[src/rtl/gpu_layer_pkg.sv]
`default_nettype none
// ============================================================================
// Package  : gpu_layer_pkg
// Purpose  : Shared layer-header register map, flag bit positions and the
//            motion-updater FSM state encoding.
// Revision : 1.0 - initial release
// ============================================================================
package gpu_layer_pkg;

   // Header register indices touched by the motion updater
   localparam logic [2:0] IDX_FLAGS = 3'd0;
   localparam logic [2:0] IDX_XPOS  = 3'd3;
   localparam logic [2:0] IDX_YPOS  = 3'd4;
   localparam logic [2:0] IDX_XVEL  = 3'd5;
   localparam logic [2:0] IDX_YVEL  = 3'd6;
   localparam logic [2:0] IDX_FRAME = 3'd7;

   // Bit positions inside the flags register
   localparam int FLAG_POPULATED = 0;
   localparam int FLAG_SPRITE    = 1;
   localparam int FLAG_ANIMATED  = 3;

   // Highest layer number in the header store
   localparam logic [4:0] LAST_LAYER = 5'd31;

   // Motion updater FSM states
   typedef enum logic [3:0] {
      ST_IDLE     = 4'd0,
      ST_RD_FLAGS = 4'd1,
      ST_RD_XPOS  = 4'd2,
      ST_RD_XVEL  = 4'd3,
      ST_WR_XPOS  = 4'd4,
      ST_RD_YPOS  = 4'd5,
      ST_RD_YVEL  = 4'd6,
      ST_WR_YPOS  = 4'd7,
      ST_RD_FRAME = 4'd8,
      ST_WR_FRAME = 4'd9,
      ST_DONE     = 4'd10
   } motion_state_t;

endpackage
`default_nettype wire

[src/rtl/layer_motion_residue_ram.sv]
`default_nettype none
// ============================================================================
// Module   : layer_motion_residue_ram
// Purpose  : Per-layer sub-pixel residue store. One entry per layer holding
//            {Y residue, X residue}. Synchronous write, combinational read,
//            synchronous clear of every entry on reset.
// Revision : 1.0 - initial release
// ============================================================================
module layer_motion_residue_ram #(
   parameter int WIDTH = 12
) (
   input  logic             clk,
   input  logic             rst,
   input  logic [4:0]       i_addr,
   input  logic             i_we,
   input  logic [WIDTH-1:0] i_wr_data,
   output logic [WIDTH-1:0] o_rd_data
);

   logic [WIDTH-1:0] r_mem [32];

   // Clear all entries on reset, otherwise write the addressed entry
   always_ff @(posedge clk) begin
      if (rst) begin
         for (int i = 0; i < 32; i++) begin
            r_mem[i] <= '0;
         end
      end else if (i_we) begin
         r_mem[i_addr] <= i_wr_data;
      end
   end

   assign o_rd_data = r_mem[i_addr];

endmodule
`default_nettype wire

[src/rtl/layer_motion_updater.sv]
`default_nettype none
// ============================================================================
// Module   : layer_motion_updater
// Purpose  : Frame-start pass over all 32 layer headers. Sprite layers get
//            velocity added to position (with a fractional residue kept
//            locally) and, on animation ticks, their animation frame stepped.
// Revision : 1.0 - initial release
// ============================================================================
module layer_motion_updater
   import gpu_layer_pkg::*;
#(
   parameter int VEL_SHIFT = 6,
   parameter int ANIM_DIV  = 4
) (
   input  logic        clk,
   input  logic        reset,
   input  logic        frameStart,
   input  logic [15:0] ctrlReadData,
   output logic [4:0]  ctrlReadWriteLayer,
   output logic [2:0]  layerRegisterIndex,
   output logic [15:0] writeLayerData,
   output logic        writeLayerEn,
   output logic        busy,
   output logic        updateDone,
   output logic        frameOverrun
);

   localparam int         ACC_W     = 16 + VEL_SHIFT;
   localparam int         RES_W     = VEL_SHIFT;
   localparam logic [7:0] ANIM_LAST = 8'(ANIM_DIV - 1);

   motion_state_t r_state;
   motion_state_t w_next_state;

   logic [4:0]       r_layer;
   logic [7:0]       r_animCount;
   logic             r_animTick;
   logic             r_animated;
   logic [15:0]      r_pos;
   logic [ACC_W-1:0] r_acc;
   logic [15:0]      r_frameWord;
   logic             r_overrun;

   logic             w_layerEnd;
   logic [2*RES_W-1:0] w_resRd;
   logic [2*RES_W-1:0] w_resWd;
   logic             w_resWe;
   logic [RES_W-1:0] w_curRes;
   logic [ACC_W-1:0] w_accSum;
   logic [8:0]       w_frameInc;
   logic [7:0]       w_nextFrame;

   layer_motion_residue_ram #(
      .WIDTH (2 * RES_W)
   ) u_residue_ram (
      .clk       (clk),
      .rst       (reset),
      .i_addr    (r_layer),
      .i_we      (w_resWe),
      .i_wr_data (w_resWd),
      .o_rd_data (w_resRd)
   );

   // Fixed-point accumulate: {pos, residue} plus sign-extended velocity, wrapping
   assign w_curRes = (r_state == ST_RD_YVEL) ? w_resRd[2*RES_W-1:RES_W] : w_resRd[RES_W-1:0];
   assign w_accSum = {r_pos, w_curRes} + {{RES_W{ctrlReadData[15]}}, ctrlReadData};

   // Frame step; the 9-bit increment also folds an out-of-range frame back to 0
   assign w_frameInc  = {1'b0, r_frameWord[15:8]} + 9'd1;
   assign w_nextFrame = (w_frameInc >= {1'b0, r_frameWord[7:0]}) ? 8'd0 : w_frameInc[7:0];

   assign busy         = (r_state != ST_IDLE);
   assign updateDone   = (r_state == ST_DONE);
   assign frameOverrun = r_overrun;

   // State register
   always_ff @(posedge clk) begin
      if (reset) begin
         r_state <= ST_IDLE;
      end else begin
         r_state <= w_next_state;
      end
   end

   // Next-state logic; w_layerEnd marks the last cycle spent on a layer
   always_comb begin
      w_next_state = r_state;
      w_layerEnd   = 1'b0;
      unique case (r_state)
         ST_IDLE: begin
            if (frameStart) begin
               w_next_state = ST_RD_FLAGS;
            end
         end
         ST_RD_FLAGS: begin
            if (!ctrlReadData[FLAG_POPULATED] || !ctrlReadData[FLAG_SPRITE]) begin
               w_layerEnd = 1'b1;
            end else begin
               w_next_state = ST_RD_XPOS;
            end
         end
         ST_RD_XPOS: w_next_state = ST_RD_XVEL;
         ST_RD_XVEL: w_next_state = ST_WR_XPOS;
         ST_WR_XPOS: w_next_state = ST_RD_YPOS;
         ST_RD_YPOS: w_next_state = ST_RD_YVEL;
         ST_RD_YVEL: w_next_state = ST_WR_YPOS;
         ST_WR_YPOS: begin
            if (r_animTick && r_animated) begin
               w_next_state = ST_RD_FRAME;
            end else begin
               w_layerEnd = 1'b1;
            end
         end
         ST_RD_FRAME: begin
            if (ctrlReadData[7:0] != 8'd0) begin
               w_next_state = ST_WR_FRAME;
            end else begin
               w_layerEnd = 1'b1;
            end
         end
         ST_WR_FRAME: w_layerEnd = 1'b1;
         ST_DONE:     w_next_state = ST_IDLE;
         default:     w_next_state = ST_IDLE;
      endcase
      if (w_layerEnd) begin
         w_next_state = (r_layer == LAST_LAYER) ? ST_DONE : ST_RD_FLAGS;
      end
   end

   // Header-port outputs; writes are suppressed in a cycle where reset is high
   always_comb begin
      ctrlReadWriteLayer = 5'd0;
      layerRegisterIndex = 3'd0;
      writeLayerData     = 16'd0;
      writeLayerEn       = 1'b0;
      unique case (r_state)
         ST_RD_FLAGS: begin
            ctrlReadWriteLayer = r_layer;
            layerRegisterIndex = IDX_FLAGS;
         end
         ST_RD_XPOS: begin
            ctrlReadWriteLayer = r_layer;
            layerRegisterIndex = IDX_XPOS;
         end
         ST_RD_XVEL: begin
            ctrlReadWriteLayer = r_layer;
            layerRegisterIndex = IDX_XVEL;
         end
         ST_WR_XPOS: begin
            ctrlReadWriteLayer = r_layer;
            layerRegisterIndex = IDX_XPOS;
            writeLayerData     = r_acc[ACC_W-1:RES_W];
            writeLayerEn       = ~reset;
         end
         ST_RD_YPOS: begin
            ctrlReadWriteLayer = r_layer;
            layerRegisterIndex = IDX_YPOS;
         end
         ST_RD_YVEL: begin
            ctrlReadWriteLayer = r_layer;
            layerRegisterIndex = IDX_YVEL;
         end
         ST_WR_YPOS: begin
            ctrlReadWriteLayer = r_layer;
            layerRegisterIndex = IDX_YPOS;
            writeLayerData     = r_acc[ACC_W-1:RES_W];
            writeLayerEn       = ~reset;
         end
         ST_RD_FRAME: begin
            ctrlReadWriteLayer = r_layer;
            layerRegisterIndex = IDX_FRAME;
         end
         ST_WR_FRAME: begin
            ctrlReadWriteLayer = r_layer;
            layerRegisterIndex = IDX_FRAME;
            writeLayerData     = {w_nextFrame, r_frameWord[7:0]};
            writeLayerEn       = ~reset;
         end
         default: begin
            ctrlReadWriteLayer = 5'd0;
         end
      endcase
   end

   // Residue updates: cleared for unpopulated layers, replaced on each position write
   always_comb begin
      w_resWe = 1'b0;
      w_resWd = w_resRd;
      unique case (r_state)
         ST_RD_FLAGS: begin
            if (!ctrlReadData[FLAG_POPULATED]) begin
               w_resWe = ~reset;
               w_resWd = '0;
            end
         end
         ST_WR_XPOS: begin
            w_resWe = ~reset;
            w_resWd = {w_resRd[2*RES_W-1:RES_W], r_acc[RES_W-1:0]};
         end
         ST_WR_YPOS: begin
            w_resWe = ~reset;
            w_resWd = {r_acc[RES_W-1:0], w_resRd[RES_W-1:0]};
         end
         default: begin
            w_resWe = 1'b0;
         end
      endcase
   end

   // Datapath registers: layer walk, animation divider, captured header fields
   always_ff @(posedge clk) begin
      if (reset) begin
         r_layer     <= 5'd0;
         r_animCount <= 8'd0;
         r_animTick  <= 1'b0;
         r_animated  <= 1'b0;
         r_pos       <= 16'd0;
         r_acc       <= '0;
         r_frameWord <= 16'd0;
         r_overrun   <= 1'b0;
      end else begin
         r_overrun <= frameStart && (r_state != ST_IDLE);
         if (w_layerEnd) begin
            r_layer <= r_layer + 5'd1;
         end
         unique case (r_state)
            ST_IDLE: begin
               if (frameStart) begin
                  r_animTick  <= (r_animCount == ANIM_LAST);
                  r_animCount <= (r_animCount == ANIM_LAST) ? 8'd0 : r_animCount + 8'd1;
                  r_layer     <= 5'd0;
               end
            end
            ST_RD_FLAGS: r_animated  <= ctrlReadData[FLAG_ANIMATED];
            ST_RD_XPOS:  r_pos       <= ctrlReadData;
            ST_RD_YPOS:  r_pos       <= ctrlReadData;
            ST_RD_XVEL:  r_acc       <= w_accSum;
            ST_RD_YVEL:  r_acc       <= w_accSum;
            ST_RD_FRAME: r_frameWord <= ctrlReadData;
            default:     r_pos       <= r_pos;
         endcase
      end
   end

endmodule
`default_nettype wire

[config.mk]
export PLATFORM = sky130hd
export DESIGN_NAME = layer_motion_updater
export DESIGN_NICKNAME = d
export VERILOG_FILES = /design/src/rtl/gpu_layer_pkg.sv /design/src/rtl/layer_motion_residue_ram.sv /design/src/rtl/layer_motion_updater.sv
export SDC_FILE = /design/constraint.sdc
export NUM_CORES = 1
export LEC_CHECK = 0
export CAP_MARGIN = 20
export CORE_MARGIN = 4
export CORE_UTILIZATION = 40
export DETAILED_ROUTE_END_ITERATION = 12
export GPL_ROUTABILITY_DRIVEN = 0
export PLACE_DENSITY = 0.57
export SYNTH_ARGS = -nofsm -noshare
export SYNTH_HDL_FRONTEND = slang
export SYNTH_HIERARCHICAL = 1
export SYNTH_SLANG_ARGS = --single-unit
export TNS_END_PERCENT = 5
[constraint.sdc]
create_clock -name clk -period 3.9 [get_ports clk]
set_input_delay 0.975 -clock clk [delete_from_list [all_inputs] [get_ports clk]]
set_output_delay 0.975 -clock clk [all_outputs]
set_load 0.03 [all_outputs]
Word level (Yosys, flattened, before mapping)
Memories as Yosys holds them, arrays and structs flattened. A register that Yosys moved wholly into a read port is not among the register bits.
Cells that the tools add are included.

word-level totals
  flip-flop bits (word level) = 74
  bits in latches = 0
  RAM bits = 384
  memory bits (read-only) = 0
  bits of input ports = 19
  output and inout port bits = 28
  logic and storage cells = 86
  memories kept = 1

cells by class
  $add $sub $neg = 4
  $mul = 0
  divide/modulo/power cells = 0
  $lt $le $gt $ge = 1
  equal/unequal tests = 17
  shift-type cells = 0
  multiplexer cells = 34
  bitwise operators = 1
  reduce and logical (&&, ||, !) cells = 19

memories
  name                 words  width  rd ports  clocked after Yosys merged registers in  write ports  line                            source
  u_residue_ram.r_mem  32     12     1         1                                        32           layer_motion_residue_ram.sv:20  logic [WIDTH-1:0] r_mem [32];

operators with widths
  operator                                              count
  one-hot mux 4 bit (10 select lines)                   1
  one-hot mux 12 bit (3 select lines)                   1
  one-hot mux 16 bit (2 select lines)                   1
  two-way mux 5 bit                                     6
  two-way mux 12 bit                                    2
  two-way mux 4 bit                                     6
  adder 22 bit                                          1
  equality test 4 x 3 -> 1 bit (second input constant)  4
  two-way mux 8 bit                                     2
  one-hot mux 3 bit (5 select lines)                    1
  equality test 4 bit (second input constant)           3
  inequality test 3 bit (second input constant)         4
  OR reduction 12 bit                                   1
  OR reduction 2 bit                                    6
  two-way mux 1 bit                                     11
  adder 8 x 1 -> 9 bit (second input constant)          1
  greater-or-equal comparator 9 x 8 -> 1 bit            1
  OR reduction 9 bit                                    1
  adder 8 x 1 -> 8 bit (second input constant)          1
  equality test 4 x 2 -> 1 bit (second input constant)  2
  equality test 8 x 2 -> 1 bit (second input constant)  1
  nonzero test 8 bit                                    1
  two-way mux 6 bit                                     1
  adder 5 x 1 -> 5 bit (second input constant)          1
  14 further kinds                                      16

Logic depth before layout (Yosys ltp)
Gate-level depths: netlist of run 1.

  depth after elaboration = 8
  mapped depth = 17

By module
The synthesis of run 1 kept the hierarchy.

by module, submodules not included
  module                    instances  cells an instance  area each (µm²)  seq. area each (µm²)
  layer_motion_residue_ram  1          1305               17887.2          11531.1
  layer_motion_updater      1          603                4850.9           1481.4

Worst setup path after synthesis of run 1
OpenSTA, ideal clock, no wires.

  path kind = register to register
  start point = register, netlist name r_layer[1]
  end point = register r_acc[18]
  arrival time = 3.613 ns
  path slack = 0.154 ns
  stages on the path, launching flop included = 18
  path buffers = 3
  cells stage by stage = dfxtp_1 -> buf_6 -> clkbuf_1 -> buf_2 -> mux2i_1 -> o22ai_1 -> nor4_1 -> nand2_1 -> mux2_2 -> ha_1 -> inv_1 -> fa_1 -> and2b_1 -> o2111ai_1 -> a2111oi_0 -> or4_1 -> nand3_1 -> a21oi_1

RTL lines
  what                  line                         source
  to (signal assigned)  layer_motion_updater.sv:237  ST_RD_XVEL: r_acc <= w_accSum;
  to (signal assigned)  layer_motion_updater.sv:238  ST_RD_YVEL: r_acc <= w_accSum;
  to (decl)             layer_motion_updater.sv:40   logic [ACC_W-1:0] r_acc;

Worst setup path after layout of run 1
  start point = register r_frameWord[11]
  end point = output writeLayerData[15]

on the way
  longest elaborated chain between the ends = 4

ends and longest elaborated chain
  what                                        line                         source
  from (decl)                                 layer_motion_updater.sv:41   logic [15:0] r_frameWord;
  from (signal assigned)                      layer_motion_updater.sv:239  ST_RD_FRAME: r_frameWord <= ctrlReadData;
  adder 8 x 1 -> 9 bit *                      layer_motion_updater.sv:69   assign w_frameInc = {1'b0, r_frameWord[15:8]} + 9'd1;
  greater-or-equal comparator 9 x 8 -> 1 bit  layer_motion_updater.sv:70   assign w_nextFrame = (w_frameInc >= {1'b0, r_frameWord[7:0]}) ? 8'd0 : w_frameInc[7:0];
  two-way mux 8 bit *                         layer_motion_updater.sv:70
  one-hot mux 16 bit (2 select lines) *       layer_motion_updater.sv:136  unique case (r_state)
  to (decl)                                   layer_motion_updater.sv:21   output logic [15:0] writeLayerData,

Every way passes the cells marked *; elsewhere a longest branch is shown, timed or not.

==> results.toml, run 1 <==
[yosys]
edff_count_synth = 384
synthMostInstantiatedCell = "sky130_fd_sc_hd__and2_1"
synth_top_family_by_area = "simple AND/OR/NAND/NOR gates"
average_footprint_of_a_synthesized_cell_um2 = 11.9
synthCells = 1908
synth.top_cell.area_share_pct = 50.7
synth_sequential_area_ratio_pct = 57.2
synth_ff_type = "sky130_fd_sc_hd__edfxtp_1"
synth_adder_area_share_pct = 1.90
synth.top_cells.by_area = "sky130_fd_sc_hd__edfxtp_1 (51%), sky130_fd_sc_hd__and2_1 (11%), sky130_fd_sc_hd__mux2i_1 (9.4%)"
post_synth_mux_area_share_pct = 9.77
simple_gate_portion_of_the_synthesized_area_pct = 19.7
count_of_cell_types_in_the_netlist = 78
yosys_register_bits = 458
syn-num-nets = 1961
post-synth-top-area-cell = "sky130_fd_sc_hd__edfxtp_1"
postSynth.asyncResetShare_pct = 0
synth.top_cells.by_count = "sky130_fd_sc_hd__and2_1 (393), sky130_fd_sc_hd__edfxtp_1 (384), sky130_fd_sc_hd__mux2i_1 (214)"
synth.cell_area_mm2 = 0.0227
yosysWarningCount = 6
synth-xor-area-share_pct = 0.886
synth_compound_area_share_pct = 7.11

[floorplan]
floorplan.initialDensity_pct = 40.3
placement_rows = 87
die_width_um = 246
design.die.area_mm2 = 0.0607
chipHeight_um = 246
fp.coreArea_mm2 = 0.0564
number_of_i_o_pins = 47

[power_and_ir_drop]
power.static_leakage_nw = 9.76
vdd_ir_drop_max_v = 0.000354
total_power_mw = 13.1
power_per_unit_of_standard_cell_area_mw_per_mm2 = 478

[global_route]
grt_max_degree = 46
gr-total-overflow = 0
vias_in_the_first_global_route = 15600
grt_first_pass_wirelength_um = 96300
antenna_found_initial = 3
grtUsageTotal_pct = 20.8

[run]
maxCapViolations = 0

[clock_network]
ctsLongestPathBuffers = 3
clock-sinks = 458
clock_transition_at_the_registers_of_the_reported_paths_ns = 0.06
tritoncts.num_buffers = 50
cts.root.buffer_cell = "sky130_fd_sc_hd__clkbuf_16"
cts_tree = "built"
htreeDepth = 2
clock_latency_ns = 0.60

[detailed_routing]
avg_wl_per_cell_um = 22.1
wl_um = 63600
drc = 0
drtPass1Iterations = 5
num_vias = 15400
drtIter0Drc = 1338
avgViaCountPerCell = 5.36
final_antenna_net_count = 0

[finish]
nets = 2136
fin_area_mm2 = 0.0273
synthToLayoutAreaGrowth_pct = 20.1
antenna_diode_instance_count = 0
post_route_cells_drive_above_1_share_pct = 20.5

[timing]
setup_viol = 0
worst_pin_slew_ns = 0.793
report.final.hold_viol_count = 0
grt_setup_unrepaired = "true"
fin_worst_hold_slack_ns = 0.463
finClkSkew_ns = 0.0204
post-route-period-util_pct = 99.2
post_layout_min_period_ns = 3.87
maxClockFrequency_mhz = 258
timing.max_slew.rel_slack_pct = 47.0
finalMaxSlewViolations = 0

[critical_path]
critPathArrivalTime_ns = 2.90
crit_fanout = 7
critPathKind = "flip-flop to primary output"
timing.critical_path.slowest_stage_cell = "sky130_fd_sc_hd__dfxtp_2"
cp_data_required_time_ns = 2.92
critPathMaxStageDelay_ns = 0.34
critPathCaptureType = "primary output"
timing.critical_path.mode_cell = "sky130_fd_sc_hd__and3_4"
worstSetupStartpointType = "flip-flop"
crit_chain = "and3_4 -> and3_4 -> xor2_2 -> ha_1 -> a21oi_2 -> nor2b_1 -> o21ai_1 -> and4b_2 -> o211ai_1 -> nand2_1 -> buf_2"
timing.reg2reg.setup_slack_ns = 0.03

[placement]
place.port_buffers = 46
place.detailed.hpwl_um = 43900
placement.cell_area_mm2 = 0.0251

[hold_path]
hold_class = "flip-flop to flip-flop"

[run_status]
run_status = "completed"
state kept, by name, summed over array words and instances, names as in the netlist:
| name | cells |
|---|---|
| r_animCount | 8 |
| r_acc | 22 |
| frameOverrun | 1 |
| r_animTick | 1 |
| r_pos | 16 |
| r_frameWord | 16 |
| u_residue_ram/r_mem | 384 |
| r_animated | 1 |
| r_state | 4 |
| r_layer | 5 |
timing repair:
action | in CTS | in global routing
setup buffers | 8 | 16
gates resized for setup | 70 | 63
hold buffers | 0 | 0
setup endpoints to repair | 35 | 27
cloned | 0 | 1
pin swaps | 6 | 13
path summary, 6_finish.rpt:
check	startpoint	to	cells past startpoint
max	r_frameWord[11]	writeLayerData[15]	11
min	r_acc[8]	r_acc[8]	2
max reg2reg	r_layer[1]	r_acc[8]	17
min reg2reg	r_acc[8]	r_acc[8]	2
worst max-delay path: cells and delay by family, from the launching register on:
kind            cells  cell delay (ns)
compound gates      3             0.42
xor+xnor            1             0.17
fa+ha+maj           1             0.28
buf+inv             1             0.20
flops               1             0.34
simple gates        5             0.90
per-stage QoR:
step	setup TNS [ns]	cells	setup WS, ns	util (%)
4_1_cts	-0.156	2857	-0.0481	47.6
6_report	0	2874	0.0294	48.4
3_3_place_gp	-4.74	2762	-0.410	44.6
5_1_grt	-1.68	2874	-0.161	48.4
3_5_place_dp	-4.77	2762	-0.395	44.6
2_1_floorplan	0	1908	0.154	-
final cells by class:
class / instances / area [um^2]
fillers: 5132 / 29100
flip-flops and latches: 458 / 13000
multi-input cells: 1284 / 9390
repair buffers: 272 / 2390
clock buffers: 70 / 1350
well taps: 756 / 946
clock inverters: 17 / 150
inverters: 17 / 63.8
per-layer routing:
layer,vias up,GRT usage (%),part of all wire (%)
met1,7672,27.9,44
met4,0,6.31,2.9
met5,-,0,0
li1,7263,-,-
met3,107,2.97,4.8
met2,373,35.0,48
cell usage in the layout (no fill, tap or decap), drive strengths merged, types with 23 or more instances in the layout:
cell type / instances
a21oi: 55
edfxtp: 384
nor2: 83
mux2i: 214
buf: 233
nand3: 23
clkbuf: 72
ha: 33
or2: 36
clkdlybuf4s50: 36
nor4: 28
o22ai: 97
nand2: 103
and2: 393
dfxtp: 74
power breakdown:
part / internal [mW] / switching, mW / total (mW)
logic: 1.08 / 1.84 / 2.92
registers: 5.57 / 0.148 / 5.72
clock network: 2.53 / 1.89 / 4.42
total: 9.18 / 3.87 / 13.1
kinds of logic after synthesis:
logic type	Yosys count
xor gates and xnor gates	23
muxes	221
buffers and inverters	166
adders and majority gates	34
DFF	458
AOI/OAI and AO/OA	248
and+or+nand+nor	758
Power figures use the tool's default switching activity.
==> inputs of run 2 (changes only) <==
- DONT_BUFFER_PORTS: unset -> 1
- PLACE_DENSITY: 0.57 -> 0.56
==> run 2 against run 1 <==
- the run now ends with negative setup slack left
- count of clock-buffer cells in the layout shrank 4
- setup slack lost 0.069 ns
- routed wire length grew 3.3%
- critical path type is now flip-flop to flip-flop
- largest power group unchanged
==> results.toml, run 2 (synthesized netlist as in run 1, its figures left out) <==
[run_status]
run_status = "finished with violations"
violations = "negative setup slack"

[critical_path]
critPathKind = "flip-flop to flip-flop"
critPathCaptureType = "flip-flop"
worstSetupStartpointType = "flip-flop"
crit_fanout = 5
crit_chain = "buf_12 -> buf_16 -> buf_4 -> buf_6 -> mux2i_1 -> o22ai_1 -> nor4_2 -> nand2_1 -> mux2_2 -> ha_1 -> a21o_1 -> a31oi_1 -> buf_4 -> a21oi_4 -> or2_2 -> a211o_1 -> o211ai_1"
cp_num_buf_inv = 5
timing.critical_path.slowest_stage_cell = "sky130_fd_sc_hd__nor4_2"
timing.critical_path.mode_cell = "sky130_fd_sc_hd__buf_4"
critPathMaxStageDelay_ns = 0.43
cp_data_required_time_ns = 4.42
critPathTopFamily = "compound AO/OA/AOI/OAI gates"
critPathArrivalTime_ns = 4.46

[finish]
max_flop_register = "u_residue_ram/r_mem"
post_route_cells_drive_above_1_share_pct = 20.5
layout_top_registers = "u_residue_ram/r_mem (384), r_acc (22)"
fin_area_mm2 = 0.0268
nets = 2053
synthToLayoutAreaGrowth_pct = 17.7
largest_register_ffs = 384
final_cells = 2797
layout_commonest_cell = "sky130_fd_sc_hd__and2_1"
most-common-layout-cells = "sky130_fd_sc_hd__and2_1 (393), sky130_fd_sc_hd__edfxtp_1 (384), sky130_fd_sc_hd__mux2i_1 (187)"

[global_route]
globalRoute.busiestLayer = "met2"
grt_util_met2_pct = 35.7
antenna_found_initial = 1
met1_usage_pct = 28.9
grt_first_pass_wirelength_um = 97400
grtUsageTotal_pct = 21.3
vias_in_the_first_global_route = 15200
grt_max_degree = 102
gr-total-overflow = 0
grt.met3_usage_pct = 2.82

[placement]
place.detailed.hpwl_um = 43600
placement.cell_area_mm2 = 0.0244
placedCellCount = 2685
place.port_buffers = 0

[floorplan]
fp.coreArea_mm2 = 0.0564
die_width_um = 246
chipHeight_um = 246
design.die.area_mm2 = 0.0607
placement_rows = 87
floorplan.initialDensity_pct = 40.3
number_of_i_o_pins = 47

[clock_network]
clock_latency_ns = 0.60
tritoncts.num_buffers = 51
ctsLongestPathBuffers = 3
cts_hold_buf = 0
clock_transition_at_the_registers_of_the_reported_paths_ns = 0.06
cts_tree = "built"
cts.root.buffer_cell = "sky130_fd_sc_hd__clkbuf_16"
clock-sinks = 458
htreeDepth = 2

[timing]
report.final.hold_viol_count = 0
grt_setup_unrepaired = "true"
finalMaxSlewViolations = 0
setup_tns_ns = -0.0400
post-route-period-util_pct = 101
finalWorstSetupSlack_ns = -0.0400
maxClockFrequency_mhz = 254
worst_pin_slew_ns = 0.869
post_layout_min_period_ns = 3.94
setup_viol = 1
timing.max_slew.rel_slack_pct = 41.9
finClkSkew_ns = 0.0246

[power_and_ir_drop]
vdd_ir_drop_max_v = 0.000403
power.static_leakage_nw = 9.48
total_power_mw = 13.2
power_per_unit_of_standard_cell_area_mw_per_mm2 = 491

[hold_path]
hold_class = "flip-flop to flip-flop"

[detailed_routing]
final_antenna_net_count = 0
avgViaCountPerCell = 5.51
drc = 0
num_vias = 15400
drtPass1Iterations = 5
wl_um = 65700
drtIter0Drc = 1255
avg_wl_per_cell_um = 23.5

[run]
maxCapViolations = 0
-- run 2: cell types whose count changed in the layout (fill, tap and decap cells not counted), sizes merged --
cell           previous run  this run
clkdlybuf4s50            36         0
clkinvlp                  2         1
diode                     0         2
dlymetal6s2s              1         0
bufbuf                    0         1
clkbuf                   72        66
inv                      19        21
bufinv                    2         3
clkinv                   11        18
buf                     233       187
-- run 2: area by class of cell --
| class | instances | area (um^2) |
|---|---|---|
| multi-input combinational | 1284 | 9450 |
| inverter | 17 | 63.8 |
| sequential | 458 | 13000 |
| clock inverter | 26 | 220 |
| clock buffer | 66 | 1360 |
| tap | 756 | 946 |
| antenna | 2 | 5.00 |
| fill | 5121 | 29600 |
| timing repair buffer | 188 | 1700 |
-- run 2: repair_timing --
action / in CTS / in global routing
pin swaps: 5 / 20
gates cloned: 2 / 0
setup endpoints to repair: 24 / 23
endpoints found under the hold margin: 0 / 0
gates resized for setup: 50 / 70
setup buffers: 8 / 9
-- run 2: worst min-delay path, cell delays in order (launching register included) --
cell	delay (ns)
sky130_fd_sc_hd__dfxtp_1	0.31
sky130_fd_sc_hd__nand2_1	0.05
sky130_fd_sc_hd__a21oi_1	0.05
-- run 2: worst paths after layout --
check | start | to | slack [ns] | depth (start not counted)
hold / removal | r_acc[8] | r_acc[8] | 0.46 | 2
setup reg to reg | r_layer[1] | r_acc[16] | -0.04 | 17
setup / recovery | r_layer[1] | r_acc[16] | -0.04 | 17
hold reg to reg | r_acc[8] | r_acc[8] | 0.46 | 2
-- run 2: through the flow --
step	hold slack [ns]	util (%)	worst slack, ns
5_1_grt	0.434	47.5	-0.130
3_3_place_gp	0.442	43.3	-0.200
6_report	0.456	47.5	-0.0400
4_1_cts	0.420	46.8	-0.00443
3_5_place_dp	0.442	43.3	-0.270
2_1_floorplan	0.432	-	0.154
-- run 2: report_power, final --
part	internal, mW	leakage [nW]	switching (mW)
Combinational	1.00	4.28	1.78
Sequential	5.57	4.43	0.159
Clock	2.66	0.780	1.98
-- run 2: layer usage --
metal,vias up,wire [um]
met5,-,0
met4,0,1820
met3,102,3560
met2,445,31600
met1,7740,28700
li1,7119,-
==> variant, RTL diff (flow settings as in run 2) <==
Change the parameter `VEL_SHIFT` from 6 to 3.
--- a/src/rtl/layer_motion_updater.sv
+++ b/src/rtl/layer_motion_updater.sv
@@ -9,7 +9,7 @@
 module layer_motion_updater
    import gpu_layer_pkg::*;
 #(
-   parameter int VEL_SHIFT = 6,
+   parameter int VEL_SHIFT = 3,
    parameter int ANIM_DIV  = 4
 ) (
    input  logic        clk,
Function: same outputs for any inputs over 4 cycles, from zero or initial values and one cycle with reset high; that may be too few to reach the edited logic, so the function may still have changed.
==> variant against run 2 <==
- sequential power fell by 43%
- combinational power down 54%
- routed wire length decreased by 47%
- first-iteration DRC count down 53%
- critical path depth decreased by 5
- synthesized area shrank 40%
- global-route usage down 2.5 points
- register-to-register slack improved by 110 ps
- non-clock buffer count down 69
- fmax increased by 2.7%
- power is 44% lower
- cell area is 40% lower
- setup slack improved by 100 ps
- sequential cell count decreased by 195
==> variant: results (changes against run 2) <==
[metrics] Critical Path Fanout Max: 8 (was 5)
[metrics] total inserted antenna cells: 0 (was 2)
[metrics] Unique masters post-synth: 76 (was 78)
[metrics] Static Leak: 5.75 nW (was 9.48 nW)
[metrics] worst r2r path cells: 15 (was 17)
[metrics] Worst-Skew Late Latency: 560 ps (was 600 ps)
[metrics] Post-synth EDFFs: 192 (was 384)
[metrics] worst reg2reg setup slack: 70 ps (was -40 ps)
[metrics] launch point of the worst hold path: r_acc[5]$_SDFFE_PP0P_ (was r_acc[8]$_SDFFE_PP0P_)
[metrics] number of H-tree branching levels: 1 (was 2)
[metrics] data arrival at the endpoint of the critical path: 2860 ps (was 4460 ps)
[metrics] number of antenna violations at the first check in global routing: 0 (was 1)
[metrics] GR Util All Layers: 0.187 (was 0.213)
[metrics] final standard cell utilization of the core: 0.477 (was 0.475)
[metrics] vias in the first global route: 9320 (was 15200)
[metrics] Max-Slew Margin vs Limit: 0.460 (was 0.419)
[metrics] vias per inst: 5.26 (was 5.51)
[metrics] Post-Route Skew: 11.3 ps (was 24.6 ps)
[metrics] outcome: finished, final reports clean (was complete, but fails checks)
[metrics] sequential share of the synthesized area: 0.526 (was 0.572)
[metrics] hold endpoint: r_acc[5]$_SDFFE_PP0P_ (was r_acc[8]$_SDFFE_PP0P_)
[metrics] worst hold margin: 459 ps (was 456 ps)
[metrics] number of filler instances in the final layout: 3051 (was 5121)
[metrics] Mapped Avg Cell Area: 11.1 µm² (was 11.9 µm²)
[metrics] final HPWL from detailed placement: 23700 µm (was 43600 µm)
-- variant: cells by family (layout without fill, tap and decap cells) --
family | Yosys count | in the layout | synth area share
and+or+nand+nor | 512 | 512 | 0.219
DFF | 263 | 263 | 0.526
AOI/OAI and AO/OA | 177 | 177 | 0.0853
muxes | 118 | 118 | 0.0868
buffers and inverters | 99 | 198 | 0.0350
adders and majority gates | 31 | 31 | 0.0290
xor gates and xnor gates | 29 | 29 | 0.0186
-- variant: timing repair --
action / CTS / global route
resized for setup: 32 / 16
setup endpoints to repair: 15 / 19
buffers inserted: 5 / 5
pin swaps: 8 / 12
-- variant: metal layers --
| layer | global-route usage | share of wire |
|---|---|---|
| met1 | 0.269 | 0.47 |
| met2 | 0.300 | 0.46 |
| met3 | 0.0257 | 0.042 |
| met4 | 0.0469 | 0.021 |
| met5 | 0 | 0 |
-- variant: worst max path at each step --
| stage | from | end | slack [ps] | cells past startpoint |
|---|---|---|---|---|
| 2_1_floorplan | r_frameWord[8]$_SDFFE_PP0P_ | writeLayerData[13] | 150 | 11 |
| 3_3_place_gp | r_layer[1]$_SDFF_PP0_ | r_acc[18]$_SDFFE_PP0P_ | -170 | 16 |
| 3_5_place_dp | r_layer[1]$_SDFF_PP0_ | r_acc[18]$_SDFFE_PP0P_ | -220 | 16 |
| 4_1_cts | r_frameWord[9]$_SDFFE_PP0P_ | writeLayerData[13] | -10 | 12 |
| 5_1_grt | r_frameWord[9]$_SDFFE_PP0P_ | writeLayerData[8] | -110 | 12 |
| 6_report | r_frameWord[9]$_SDFFE_PP0P_ | writeLayerData[8] | 60 | 12 |
-- variant: power by group --
group          internal (W)  leakage (nW)  total (W)  switching, W
logic              0.000469          2.77    0.00127      0.000803
registers           0.00315          2.50    0.00325      0.000103
clock network       0.00170         0.487    0.00288       0.00118
-- variant: worst reg2reg max path: stages, from the launching register on --
cell	delay, ps
dfxtp_4	420
buf_8	200
buf_4	190
mux2i_1	250
o22ai_1	180
nor4_2	340
buf_4	180
nand2_1	60
mux2_2	280
ha_1	330
a21oi_2	80
o211ai_1	320
a211oi_2	160
buf_4	170
or3_1	330
a311oi_1	240
-- variant: layout make-up --
| class | instances | share of cell area |
|---|---|---|
| Tap cell | 448 | 0.0350 |
| Clock inverter | 17 | 0.0124 |
| Timing Repair Buffer | 119 | 0.0631 |
| Clock buffer | 41 | 0.0513 |
| Sequential cell | 263 | 0.449 |
| Inverter | 21 | 0.00492 |
| Multi-Input combinational cell | 867 | 0.384 |
